`src/rtl/reduce_defs_pkg.sv`:
```
// Shared encodings for the sequential reduction block: operator select
// codes, FSM state codes and small helpers used by the datapath and flags.
package reduce_defs;

    // Operator select encodings
    localparam logic [1:0] MODE_AND  = 2'b00;
    localparam logic [1:0] MODE_OR   = 2'b01;
    localparam logic [1:0] MODE_XOR  = 2'b10;
    localparam logic [1:0] MODE_XNOR = 2'b11;

    // FSM state encodings
    localparam logic [1:0] ST_IDLE = 2'b00;
    localparam logic [1:0] ST_BUSY = 2'b01;
    localparam logic [1:0] ST_DONE = 2'b10;

    // Accumulator seed: AND starts from 1, every other operator from 0.
    function automatic logic mode_identity(input logic [1:0] m);
        return (m == MODE_AND);
    endfunction

    // XNOR is accumulated as XOR and only inverted when the result is written.
    function automatic logic mode_inverts(input logic [1:0] m);
        return (m == MODE_XNOR);
    endfunction

endpackage

```
`src/rtl/reduce_chunk.sv`:
```
// Combinational fold of one CHUNK-bit slice into the running accumulator.
module reduce_chunk
    import reduce_defs::*;
#(
    parameter int CHUNK = 4
) (
    input  logic [CHUNK-1:0] chunk,
    input  logic             acc,
    input  logic [1:0]       op,
    output logic             new_acc
);

    // Reduce the slice with the selected operator and merge it into acc
    always_comb begin
        // NOTE: a default assignment up front keeps every path driven, so no latch is inferred.
        new_acc = acc;
        case (op)
            MODE_AND:  new_acc = acc & (&chunk);
            MODE_OR:   new_acc = acc | (|chunk);
            MODE_XOR,
            MODE_XNOR: new_acc = acc ^ (^chunk);
            default:   new_acc = acc;
        endcase
    end

endmodule

```
`src/rtl/reduce_seq.sv`:
```
// Multi-cycle bitwise reduction: the operand is consumed CHUNK bits per
// cycle, LSB chunk first, and the single-bit result is registered on out.
module reduce_seq
    import reduce_defs::*;
#(
    parameter int WIDTH = 16,
    parameter int CHUNK = 4
) (
    input  logic             clk,
    input  logic             rst,
    input  logic             start,
    input  logic [1:0]       mode,
    input  logic [WIDTH-1:0] in,
    output logic             busy,
    output logic             done,
    output logic             out
);

    localparam int NCHUNK = WIDTH / CHUNK;
    localparam int CW     = $clog2(NCHUNK) + 1;
    localparam logic [CW-1:0] LAST = CW'(NCHUNK - 1);

    logic [1:0]       state;
    logic [1:0]       next_state;
    logic [WIDTH-1:0] sh;
    logic             acc;
    logic [1:0]       mode_q;
    logic [CW-1:0]    cnt;
    logic             out_q;
    logic             fold;
    logic             accept;
    logic             last_chunk;

    // A start is honoured only when no reduction is in flight.
    assign accept     = start && ((state == ST_IDLE) || (state == ST_DONE));
    assign last_chunk = (state == ST_BUSY) && (cnt == LAST);

    reduce_chunk #(.CHUNK(CHUNK)) u_chunk (
        .chunk   (sh[CHUNK-1:0]),
        .acc     (acc),
        .op      (mode_q),
        .new_acc (fold)
    );

    // Next-state decode for the IDLE/BUSY/DONE controller
    always_comb begin
        next_state = state;
        case (state)
            ST_IDLE: if (start) next_state = ST_BUSY;
            ST_BUSY: if (cnt == LAST) next_state = ST_DONE;
            ST_DONE: next_state = start ? ST_BUSY : ST_IDLE;
            default: next_state = ST_IDLE;
        endcase
    end

    // State, operand shifter, accumulator, chunk counter and result register
    always_ff @(posedge clk) begin
        // NOTE: every register here is cleared by the synchronous reset; non-blocking updates keep the edge race-free.
        if (rst) begin
            state  <= ST_IDLE;
            sh     <= '0;
            acc    <= 1'b0;
            mode_q <= MODE_AND;
            cnt    <= '0;
            out_q  <= 1'b0;
        end else begin
            state <= next_state;
            if (accept) begin
                sh     <= in;
                mode_q <= mode;
                acc    <= mode_identity(mode);
                cnt    <= '0;
            end else if (state == ST_BUSY) begin
                acc <= fold;
                sh  <= sh >> CHUNK;
                if (last_chunk) begin
                    cnt   <= '0;
                    out_q <= mode_inverts(mode_q) ? ~fold : fold;
                end else begin
                    cnt <= cnt + 1'b1;
                end
            end
        end
    end

    assign busy = (state == ST_BUSY);
    assign done = (state == ST_DONE);
    assign out  = out_q;

endmodule

```
`config.mk`:
```
export PLATFORM = sky130hd
export DESIGN_NAME = reduce_seq
export DESIGN_NICKNAME = d
export VERILOG_FILES = /design/src/rtl/reduce_defs_pkg.sv /design/src/rtl/reduce_chunk.sv /design/src/rtl/reduce_seq.sv
export SDC_FILE = /design/constraint.sdc
export NUM_CORES = 1
export LEC_CHECK = 0
export ABC_AREA = 0
export BUFFER_PORTS_ARGS = -buffer_cell sky130_fd_sc_hd__buf_2
export CAP_MARGIN = 20
export CORE_AREA = 2 2 52 54
export DETAILED_ROUTE_END_ITERATION = 7
export DIE_AREA = 0 0 54 56
export PLACE_DENSITY_LB_ADDON = 0.08
export SYNTH_ARGS = -nofsm -noshare
export SYNTH_HDL_FRONTEND = slang
export SYNTH_HIERARCHICAL = 1
export SYNTH_SLANG_ARGS = --single-unit
```
`constraint.sdc`:
```
create_clock -name clk -period 1.95 [get_ports clk]
set_input_delay 0.39 -clock clk [delete_from_list [all_inputs] [get_ports clk]]
set_output_delay 0.39 -clock clk [all_outputs]
set_load 0.01 [all_outputs]
```
==> summary.md, run 1 <==
| Metric | Value |
|---|---|
| Post-synthesis instance area | 1150 um2 |
| Logic gate share of total power | 0.175 |
| Layout Skew | 0.00656 ns |
| Maximum capacitance violations | 0 |
| Crit path time final | 1.83 ns |
| Max Fanout on Critical Path | 3 |
| Slew Limit Fails | 0 |
| Max incr delay on CP | 0.38 ns |
| Die width | 54 um |
| Worst-Skew Late Latency | 0.32 ns |
| Leakage | 0.523 nW |
| Die H | 56 um |
| ANT cells | 0 |
| Total track usage | 0.177 |
| Grt ovf | 0 |
| Final period util | 0.941 |
| Vias in the first global route | 968 |
| Via count | 1036 |
| CP required | 2.18 ns |
| CTS buffer count | 3 |
| Top post-synthesis cells by area | dfxtp_1 (43%), a21oi_1 (9.1%), a22oi_1 (7.8%) |
| Int Power | 692 uW |
| Worst-Margin Slew | 0.474 ns |
| Flop2flop setup slack | 0.12 ns |
| Layout area overhead | 12.9% |
| Max H-tree Level | 1 |
| Initial Utilization | 0.474 |
| Yosys warns | 6 |
| Pwr dens | 735 nW/um2 |
| Root Buffer | clkbuf_4 |
| Power share of the sequential group | 0.588 |
| P_sw | 265 uW |
| Critical Path Source Type | register |
| Drt initial violations | 22 |
| Post-synthesis cell type count | 28 |
| CORE AREA | 2430 um2 |
| # DRC | 0 |
| Sequential fraction of the synthesis area | 0.434 |
| Setup Viol. Count Final | 0 |
| Placer Congestion | 0.730 |
| Peak supply drop | 627 uV |
| Synth top area share | 0.434 |
| Mapped Avg Cell Area | 8.67 um2 |
| Arrival time at the worst endpoint | 2.07 ns |
| Die area | 3020 um2 |
| M2 GR Usage | 0.303 |
| Antenna Violating Nets Remaining | 0 |
| First-pass GRT wire length | 4080 um |
| Met3 Use GR | 0.0565 |
| Pre-Repair DR Iteration Count | 4 |
| Grt met1 use | 0.212 |
| Synthesized flop and latch total | 25 |
| Outcome | completed |
| Routed WL per cell | 13.1 um |
| Final non-filler cell total | 183 |
| Number of buffers inserted by port buffering | 23 |
| Clock transition at the registers of the reported paths | 0.13 ns |
| Nets | 180 |
| Post-Route Setup TNS | 0 ns |
| Clock network power share | 0.237 |
| Final HPWL DP | 1620 um |
| Crit-path cells | inv_1 -> ha_1 -> xnor2_2 -> xnor2_1 -> a211o_1 -> xor2_1 -> a311oi_1 |
| Initial antenna violation count | 0 |
| Core Util, Final | 0.535 |
| FMAX | 545 MHz |
| Placed cell count | 179 |
| Rows | 18 |
| Via density per instance | 5.66 |
| Layout cells sized above 1 | 0.235 |
| Final Hold Vio Count | 0 |
| Relative slew margins | 0.684 |
| Drt total wl | 2390 um |
| Num ports | 24 |
| Crit Path Class | register to register |
| Busiest grt layer | met2 |
| Syn nets | 159 |
| # clock sinks | 25 |
| Largest net degree at the start of global routing | 26 |
| Mapped Cells | 133 |
| Slowest cell on the critical path | dfxtp_1 |
| Synth area leader | dfxtp_1 |
| Critical Path Sink Type | register |
| Switching share of power | 0.277 |
| Worst Hold Class | input port to register |
| RSZ-0062 raised after global routing | no |
| CTS Buffer Depth | 2 |
| Design Power | 957 uW |
| CTS tree | yes |
-- state kept, by name, summed over array words and instances (netlist names) --
signal  count
acc         1
cnt         3
mode_q      2
out         1
sh         16
state       2
-- path summary, 6_finish.rpt --
check	from	endpoint	cells past startpoint
setup / recovery	sh[1]$_SDFFE_PP0P_	out$_SDFFE_PP0P_	7
hold / removal	in[13]	sh[13]$_SDFFE_PP0P_	3
setup reg to reg	sh[1]$_SDFFE_PP0P_	out$_SDFFE_PP0P_	7
hold reg to reg	cnt[2]$_SDFFE_PP0N_	cnt[2]$_SDFFE_PP0N_	2
-- critical path, delay by kind of cell, from the launching register on --
| family | cells | cell delay, ns |
|---|---|---|
| flip-flops | 1 | 0.38 |
| AO/OA/AOI/OAI | 2 | 0.57 |
| buffers and inverters | 1 | 0.05 |
| adder cells (fa/ha/maj) | 1 | 0.31 |
| XOR/XNOR | 3 | 0.44 |
-- stage by stage --
stage | hold WS (ns) | instance area, um2 | worst slack, ns
3_3_place_gp | 0.434 | 1270 | 0.188
5_1_grt | 0.282 | 1300 | 0.00145
3_5_place_dp | 0.455 | 1270 | 0.125
4_1_cts | 0.283 | 1300 | 0.0842
6_report | 0.287 | 1300 | 0.115
2_1_floorplan | 0.423 | 1150 | 0.231
-- placed cells by master, fill, tap and decap left out, drive strengths merged --
cell      n
a211o     1
dfxtp    25
nand3    17
or2       1
o21ai     1
a21oi    21
nand2b    3
nor2b     3
mux2i     1
a22oi    12
a2111oi   1
xnor2     2
clkinv    1
xor2      1
nand4b    1
a311oi    2
inv       8
nor3      1
nor2      2
a211oi    3
ha        5
nand2    11
buf      26
clkbuf    3
or3       1
-- cells by family after synthesis --
kind of cell,share of synthesized area
AO/OA/AOI/OAI,0.228
AND/OR/NAND/NOR,0.171
XOR/XNOR,0.0293
buffers and inverters,0.0748
multiplexers,0.00868
adder cells (fa/ha/maj),0.0542
flip-flops,0.434
-- Yosys cell counts --
master / n
dfxtp_1: 25
a21oi_1: 21
nand3_1: 17
a22oi_1: 12
nand2_1: 11
inv_1: 7
ha_1: 5
buf_4: 4
buf_2: 3
clkbuf_1: 3
nand2b_1: 3
nor2b_1: 3
a211oi_1: 2
a311oi_1: 2
nor2_1: 2
a2111oi_0: 1
a211o_1: 1
a211oi_2: 1
inv_2: 1
mux2i_1: 1
nand4b_1: 1
nor3_1: 1
o21ai_0: 1
or2_2: 1
or3_1: 1
xnor2_1: 1
xnor2_2: 1
xor2_1: 1
-- what timing repair did --
item                                    in CTS  in global routing
endpoints found under the setup margin       0                  1
buffers inserted                             0                  0
hold buffers                                 0                  0
resized for setup                            0                  2
-- layout make-up --
cell class	instances	area, um2
tap	30	37.5
timing repair buffer	26	138
sequential	25	503
fill	246	1130
clock buffer	3	22.5
inverter	8	30.0
multi-input combinational	90	567
clock inverter	1	5.00
-- layer usage --
layer  routed length [um]  vias up  part of all wire
li1                     -      509                 -
met1                 1070      498              0.45
met2                 1200       27              0.50
met3                  111        2             0.046
met4                   12        0            0.0050
met5                    0        -                 0
-- power groups by stage --
stage / Combinational, mW / Clock, mW / Sequential, mW
after CTS: 0.169 / 0.237 / 0.563
after detailed placement: 0.168 / 0 / 0.574
after global placement: 0.164 / 0 / 0.573
final: 0.167 / 0.227 / 0.563
after floorplan: 0.127 / 0 / 0.568
after global routing: 0.189 / 0.264 / 0.568
Power figures use the tool's default switching activity.
==> run 2: changes to the inputs <==
--- a/config.mk
+++ b/config.mk
@@ -8,9 +8,10 @@
 export ABC_AREA = 0
 export BUFFER_PORTS_ARGS = -buffer_cell sky130_fd_sc_hd__buf_2
 export CAP_MARGIN = 20
-export CORE_AREA = 2 2 52 54
+export CORE_AREA = 2 2 66 43
 export DETAILED_ROUTE_END_ITERATION = 7
-export DIE_AREA = 0 0 54 56
+export DIE_AREA = 0 0 68 45
+export MAX_ROUTING_LAYER = met4
 export PLACE_DENSITY_LB_ADDON = 0.08
 export SYNTH_ARGS = -nofsm -noshare
 export SYNTH_HDL_FRONTEND = slang
==> run 2 against run 1 <==
  * First-iteration DRC count is 100% higher
  * Cell count up 1.1%
  * Power is 7.9% higher
  * Critical path depth unchanged
  * Sequential share of layout area is 0.56 points lower
  * Fmax decreased by 1.0%
  * Via count decreased by 0.29%
  * Register-to-register slack worse by 0.02 ns
  * Non-clock buffer count is the same
  * Sequential power hardly changed
  * Critical path type unchanged
  * Largest power group unchanged
  * Highest routed layer unchanged
==> summary.md, run 2 (synthesis results as in run 1) <==
| Metric | Value |
|---|---|
| Antenna Violating Nets Remaining | 0 (unchanged) |
| Worst Hold Class | input port to register (unchanged) |
| Largest net degree at the start of global routing | 26 (unchanged) |
| Setup Viol. Count Final | 0 (unchanged) |
| Pwr dens | 780 nW/um2 (was 735 nW/um2) |
| Clock transition at the registers of the reported paths | 0.09 ns (was 0.13 ns) |
| Die H | 45 um (was 56 um) |
| Commonest non-fill, non-tap cell in the layout | buf_2 |
| Max Fanout on Critical Path | 3 (unchanged) |
| Layout Skew | 0.00638 ns (was 0.00656 ns) |
| Layout cells sized above 1 | 0.242 (was 0.235) |
| Max H-tree Level | 1 (unchanged) |
| Pre-CTS setup slack | 0.137 ns (was 0.125 ns) |
| Post-Route Setup TNS | 0 ns (unchanged) |
| Arrival time at the worst endpoint | 2.02 ns (was 2.07 ns) |
| Rows | 14 (was 18) |
| Most frequent cells in the layout | buf_2 (23), dfxtp_1 (22), a21oi_1 (21) (was dfxtp_1 (23), buf_2 (23), a21oi_1 (21)) |
| Drt total wl | 2470 um (was 2390 um) |
| Routed WL per cell | 13.3 um (was 13.1 um) |
| Critical Path Sink Type | register (unchanged) |
| CTS Buffer Depth | 2 (unchanged) |
| Grt ovf | 0 (unchanged) |
| Biggest regs | sh: 16 flops, cnt: 3 flops (unchanged) |
| Critical Path Source Type | register (unchanged) |
| Leakage | 0.531 nW (was 0.523 nW) |
| Final worst setup slack | 0.0960 ns (was 0.115 ns) |
| Number of flip-flops under the largest register name | 16 (unchanged) |
| Outcome | completed (unchanged) |
| Nets | 180 (unchanged) |
| Initial antenna violation count | 0 (unchanged) |
| CORE AREA | 2420 um2 (was 2430 um2) |
| ANT cells | 0 (unchanged) |
| Die area | 3060 um2 (was 3020 um2) |
| Worst-Margin Slew | 0.483 ns (was 0.474 ns) |
| Drt initial violations | 44 (was 22) |
| First-pass GRT wire length | 4100 um (was 4080 um) |
| Most flops, register | sh (unchanged) |
| Via count | 1033 (was 1036) |
| Crit path time final | 1.85 ns (was 1.83 ns) |
| Initial Utilization | 0.477 (was 0.474) |
| Design Power | 1.03 mW (was 957 uW) |
| Vias in the first global route | 959 (was 968) |
| Cts hold-fix bufs | 0 (unchanged) |
| Final period util | 0.951 (was 0.941) |
| Slowest cell on the critical path | dfxtp_1 (unchanged) |
| Number of buffers inserted by port buffering | 23 (unchanged) |
| Num ports | 24 (unchanged) |
| Final Hold Vio Count | 0 (unchanged) |
| Die width | 68 um (was 54 um) |
| Placer Congestion | 0.748 (was 0.730) |
| CP required | 2.11 ns (was 2.18 ns) |
| CTS tree | yes (unchanged) |
| Total track usage | 0.186 (was 0.177) |
| Layout area overhead | 14.9% (was 12.9%) |
| Slew Limit Fails | 0 (unchanged) |
| # clock sinks | 25 (unchanged) |
| CP top delay family | compound AO/OA/AOI/OAI gates (unchanged) |
| CP Buf/Inv Count | 1 (unchanged) |
| Max incr delay on CP | 0.36 ns (was 0.38 ns) |
| Root Buffer | clkbuf_8 (was clkbuf_4) |
| # DRC | 0 (unchanged) |
| CTS buffer count | 3 (unchanged) |
| Worst-Skew Late Latency | 0.27 ns (was 0.32 ns) |
| Relative slew margins | 0.678 (was 0.684) |
| Peak supply drop | 462 uV (was 627 uV) |
| Final HPWL DP | 1620 um (about the same) |
| Pre-Repair DR Iteration Count | 4 (unchanged) |
| Crit Path Class | register to register (unchanged) |
| Crit-path cells | inv_1 -> ha_1 -> xnor2_2 -> xnor2_1 -> a211o_1 -> xor2_1 -> a311oi_1 (unchanged) |
| Via density per instance | 5.58 (was 5.66) |
| Postcts setup bufs | 0 (unchanged) |
| RSZ-0062 raised after global routing | no (unchanged) |
| FMAX | 539 MHz (was 545 MHz) |
| Hold_ws | 0.349 ns (was 0.287 ns) |
| Post-CTS Resized | 0 (unchanged) |
| Maximum capacitance violations | 0 (unchanged) |
-- run 2: cell counts in the layout (fill, tap and decap cells not counted) --
No cell type changed its count.
-- run 2: path summary, 6_finish.rpt --
check | from | endpoint | slack (ns) | cells past startpoint
hold reg to reg | cnt[2]$_SDFFE_PP0N_ | cnt[2]$_SDFFE_PP0N_ | 0.47 | 2
setup reg to reg | sh[1]$_SDFFE_PP0P_ | out$_SDFFE_PP0P_ | 0.1 | 7
hold / removal | in[12] | sh[12]$_SDFFE_PP0P_ | 0.35 | 3
setup / recovery | sh[1]$_SDFFE_PP0P_ | out$_SDFFE_PP0P_ | 0.1 | 7
-- run 2: tightest hold or removal path: stages --
cell	delay [ns]
buf_2	0.09
nand2_1	0.04
a21oi_1	0.05
-- run 2: area by class of cell --
type,instances,area [um2]
fill,218,1090
multi-input combinational,90,567
sequential,25,504
timing repair buffer,26,138
clock buffer,3,41.3
tap,32,40.0
inverter,8,30.0
clock inverter,1,5.00
-- run 2: report_power, final --
group / switching, mW / internal [mW] / total [mW]
Combinational: 0.0936 / 0.0738 / 0.167
Sequential: 0.0217 / 0.541 / 0.563
Clock: 0.160 / 0.143 / 0.302
Total: 0.275 / 0.758 / 1.03
-- run 2: metrics by stage --
stage               instances  cell area (um2)  utilization
floorplan                 133             1150            -
global placement          181             1270        0.527
detailed placement        181             1270        0.527
CTS                       185             1320        0.547
global route              185             1330        0.548
finish                    185             1330        0.548
-- run 2: routing by layer --
layer	wire, um	track usage
met1	1110	0.212
met3	196	0.0599
met2	1140	0.324
met4	17	0.0360
met5	0	-
==> run 3: changes to the inputs <==
--- a/config.mk
+++ b/config.mk
@@ -8,11 +8,14 @@
 export ABC_AREA = 0
 export BUFFER_PORTS_ARGS = -buffer_cell sky130_fd_sc_hd__buf_2
 export CAP_MARGIN = 20
-export CORE_AREA = 2 2 66 43
+export CELL_PAD_IN_SITES_DETAIL_PLACEMENT = 1
+export CELL_PAD_IN_SITES_GLOBAL_PLACEMENT = 1
+export CORE_AREA = 2 2 74 48
 export DETAILED_ROUTE_END_ITERATION = 7
-export DIE_AREA = 0 0 68 45
+export DIE_AREA = 0 0 76 50
 export MAX_ROUTING_LAYER = met4
 export PLACE_DENSITY_LB_ADDON = 0.08
+export SETUP_SLACK_MARGIN = 0.15
 export SYNTH_ARGS = -nofsm -noshare
 export SYNTH_HDL_FRONTEND = slang
 export SYNTH_HIERARCHICAL = 1
==> run 3 against run 2 <==
  * Core utilization is 10 points lower
  * Register-to-register slack better by 0.08 ns
  * Sequential power hardly changed
  * Sequential share of layout area is 1.4 points lower
  * Clock-buffer cell count unchanged
  * First-iteration DRC count fell by 64%
  * Clock skew is 0.0045 ns lower
  * Cell count increased by 7.6%
  * Clock power up 2%
  * Die area is 24% higher
  * Largest power group unchanged
==> summary.md, run 3 (synthesis results as in run 1) <==
| Metric | Value |
|---|---|
| Initial Utilization | 0.372 (was 0.477) |
| CORE AREA | 3100 um2 (was 2420 um2) |
| Via count | 1027 (was 1033) |
| Antenna Violating Nets Remaining | 0 (unchanged) |
| Flop2flop setup slack | 0.18 ns (was 0.1 ns) |
| First-pass GRT wire length | 4900 um (was 4100 um) |
| Number of flip-flops under the largest register name | 16 (unchanged) |
| Grt ovf | 0 (unchanged) |
| Biggest regs | sh: 16 flops, cnt: 3 flops (unchanged) |
| R2r endpoint | out$_SDFFE_PP0P_ (unchanged) |
| Final Hold Vio Count | 0 (unchanged) |
| Rows | 16 (was 14) |
| Total track usage | 0.169 (was 0.186) |
| Largest net degree at the start of global routing | 26 (unchanged) |
| Worst Hold Class | input port to register (unchanged) |
| Most flops, register | sh (unchanged) |
| Die area | 3800 um2 (was 3060 um2) |
| Max H-tree Level | 1 (unchanged) |
| CP required | 2.13 ns (was 2.11 ns) |
| Final period util | 0.909 (was 0.951) |
| Crit Path Class | register to register (unchanged) |
| Hold path cells | 3 (unchanged) |
| Leakage | 0.539 nW (was 0.531 nW) |
| Die width | 76 um (was 68 um) |
| Relative slew margins | 0.675 (was 0.678) |
| Commonest non-fill, non-tap cell in the layout | buf_2 (unchanged) |
| CTS buffer count | 3 (unchanged) |
| Arrival time at the worst endpoint | 1.95 ns (was 2.02 ns) |
| Outcome | completed (unchanged) |
| Pre-CTS setup slack | 0.0922 ns (was 0.137 ns) |
| Most frequent cells in the layout | buf_2 (23), a21oi_1 (21), dfxtp_1 (21) (was buf_2 (23), dfxtp_1 (22), a21oi_1 (21)) |
| CP startpoint | sh[0]$_SDFFE_PP0P_ (was sh[1]$_SDFFE_PP0P_) |
| Setup Viol. Count Final | 0 (unchanged) |
| Layout area overhead | 19.4% (was 14.9%) |
| Hold EP | sh[14]$_SDFFE_PP0P_ (was sh[12]$_SDFFE_PP0P_) |
| Placer Congestion | 0.705 (was 0.748) |
| Maximum capacitance violations | 0 (unchanged) |
| Via density per instance | 5.16 (was 5.58) |
| Drt total wl | 2870 um (was 2470 um) |
| Pre-Repair DR Iteration Count | 3 (was 4) |
| # clock sinks | 25 (unchanged) |
| Hold_ws | 0.352 ns (was 0.349 ns) |
| Layout cells sized above 1 | 0.266 (was 0.242) |
| Num ports | 24 (unchanged) |
| Post-Route Setup TNS | 0 ns (unchanged) |
| ANT cells | 0 (unchanged) |
| Hold_sp | in[14] (was in[12]) |
| Final HPWL DP | 1960 um (was 1620 um) |
| Crit path time final | 1.77 ns (was 1.85 ns) |
| # DRC | 0 (unchanged) |
| Root Buffer | clkbuf_8 (unchanged) |
| RR Startpoint | sh[0]$_SDFFE_PP0P_ (was sh[1]$_SDFFE_PP0P_) |
| Nets | 181 (was 180) |
| Die H | 50 um (was 45 um) |
| Layout Skew | 0.00189 ns (was 0.00638 ns) |
| Routed WL per cell | 14.4 um (was 13.3 um) |
| FMAX | 564 MHz (was 539 MHz) |
| Worst-Margin Slew | 0.487 ns (was 0.483 ns) |
| Number of buffers inserted by port buffering | 23 (unchanged) |
| Peak supply drop | 310 uV (was 462 uV) |
| CTS tree | yes (unchanged) |
| Slew Limit Fails | 0 (unchanged) |
| Pwr dens | 766 nW/um2 (was 780 nW/um2) |
| Critical Path Sink Type | register (unchanged) |
| Clock transition at the registers of the reported paths | 0.09 ns (about the same) |
| Vias in the first global route | 1054 (was 959) |
| RSZ-0062 raised after global routing | yes (was no) |
| Initial antenna violation count | 0 (unchanged) |
| Max Fanout on Critical Path | 3 (unchanged) |
| CTS Buffer Depth | 2 (unchanged) |
| Drt initial violations | 16 (was 44) |
| Worst-Skew Late Latency | 0.27 ns (about the same) |
| Critical Path Source Type | register (unchanged) |
| Worst Reg2Reg Path Length in Cells | 7 (unchanged) |
| Final worst setup slack | 0.178 ns (was 0.0960 ns) |
## run 3: final cells by class
| class | count | area, um2 |
|---|---|---|
| repair buffers | 27 | 145 |
| multi-input cells | 90 | 592 |
| flip-flops and latches | 25 | 505 |
| clock inverters | 1 | 5.00 |
| well taps | 45 | 56.3 |
| clock buffers | 3 | 41.3 |
| inverters | 8 | 32.5 |
| fillers | 394 | 1730 |
## run 3: where the power goes
| group | internal [mW] | switching (mW) | total, mW |
|---|---|---|---|
| logic | 0.0816 | 0.101 | 0.183 |
| registers | 0.542 | 0.0224 | 0.564 |
| clock network | 0.143 | 0.165 | 0.308 |
| total | 0.766 | 0.289 | 1.05 |
## run 3: timing repair
item,in CTS,in global routing
pin swaps,1,1
setup endpoints to repair,1,2
resized for setup,6,2
hold buffers,0,0
setup buffers,0,1
endpoints found under the hold margin,0,0
## run 3: per-layer routing
layer  vias up  track usage  part of all wire
met5         -            -                 0
met4         0       0.0576            0.0049
met3         2       0.0476             0.044
met2        22        0.293              0.50
met1       491        0.191              0.45
li1        512            -                 -
## run 3: metrics by stage
stage          utilization  area (um2)  instances  total power, mW
2_1_floorplan            -        1150        133            0.696
3_3_place_gp         0.416        1290        194            0.742
3_5_place_dp         0.416        1290        194            0.749
4_1_cts              0.441        1370        198             1.07
5_1_grt              0.444        1380        199             1.12
6_report             0.444        1380        199             1.05
## run 3: critical path, stage by stage, from the launching register on
cell and delay (ns):
dfxtp_2 0.35, inv_1 0.07, ha_4 0.25, xnor2_2 0.14, xnor2_1 0.13, a211o_1 0.33, xor2_1 0.16, a311oi_1 0.26
## run 3: worst max-delay path by stage
stage	to	cells after the start	slack (ns)
after floorplan	out$_SDFFE_PP0P_	7	0.23
after global placement	out$_SDFFE_PP0P_	7	0.18
after detailed placement	out$_SDFFE_PP0P_	7	0.09
after CTS	busy	3	0.18
after global routing	out$_SDFFE_PP0P_	7	0.09
final	out$_SDFFE_PP0P_	7	0.18
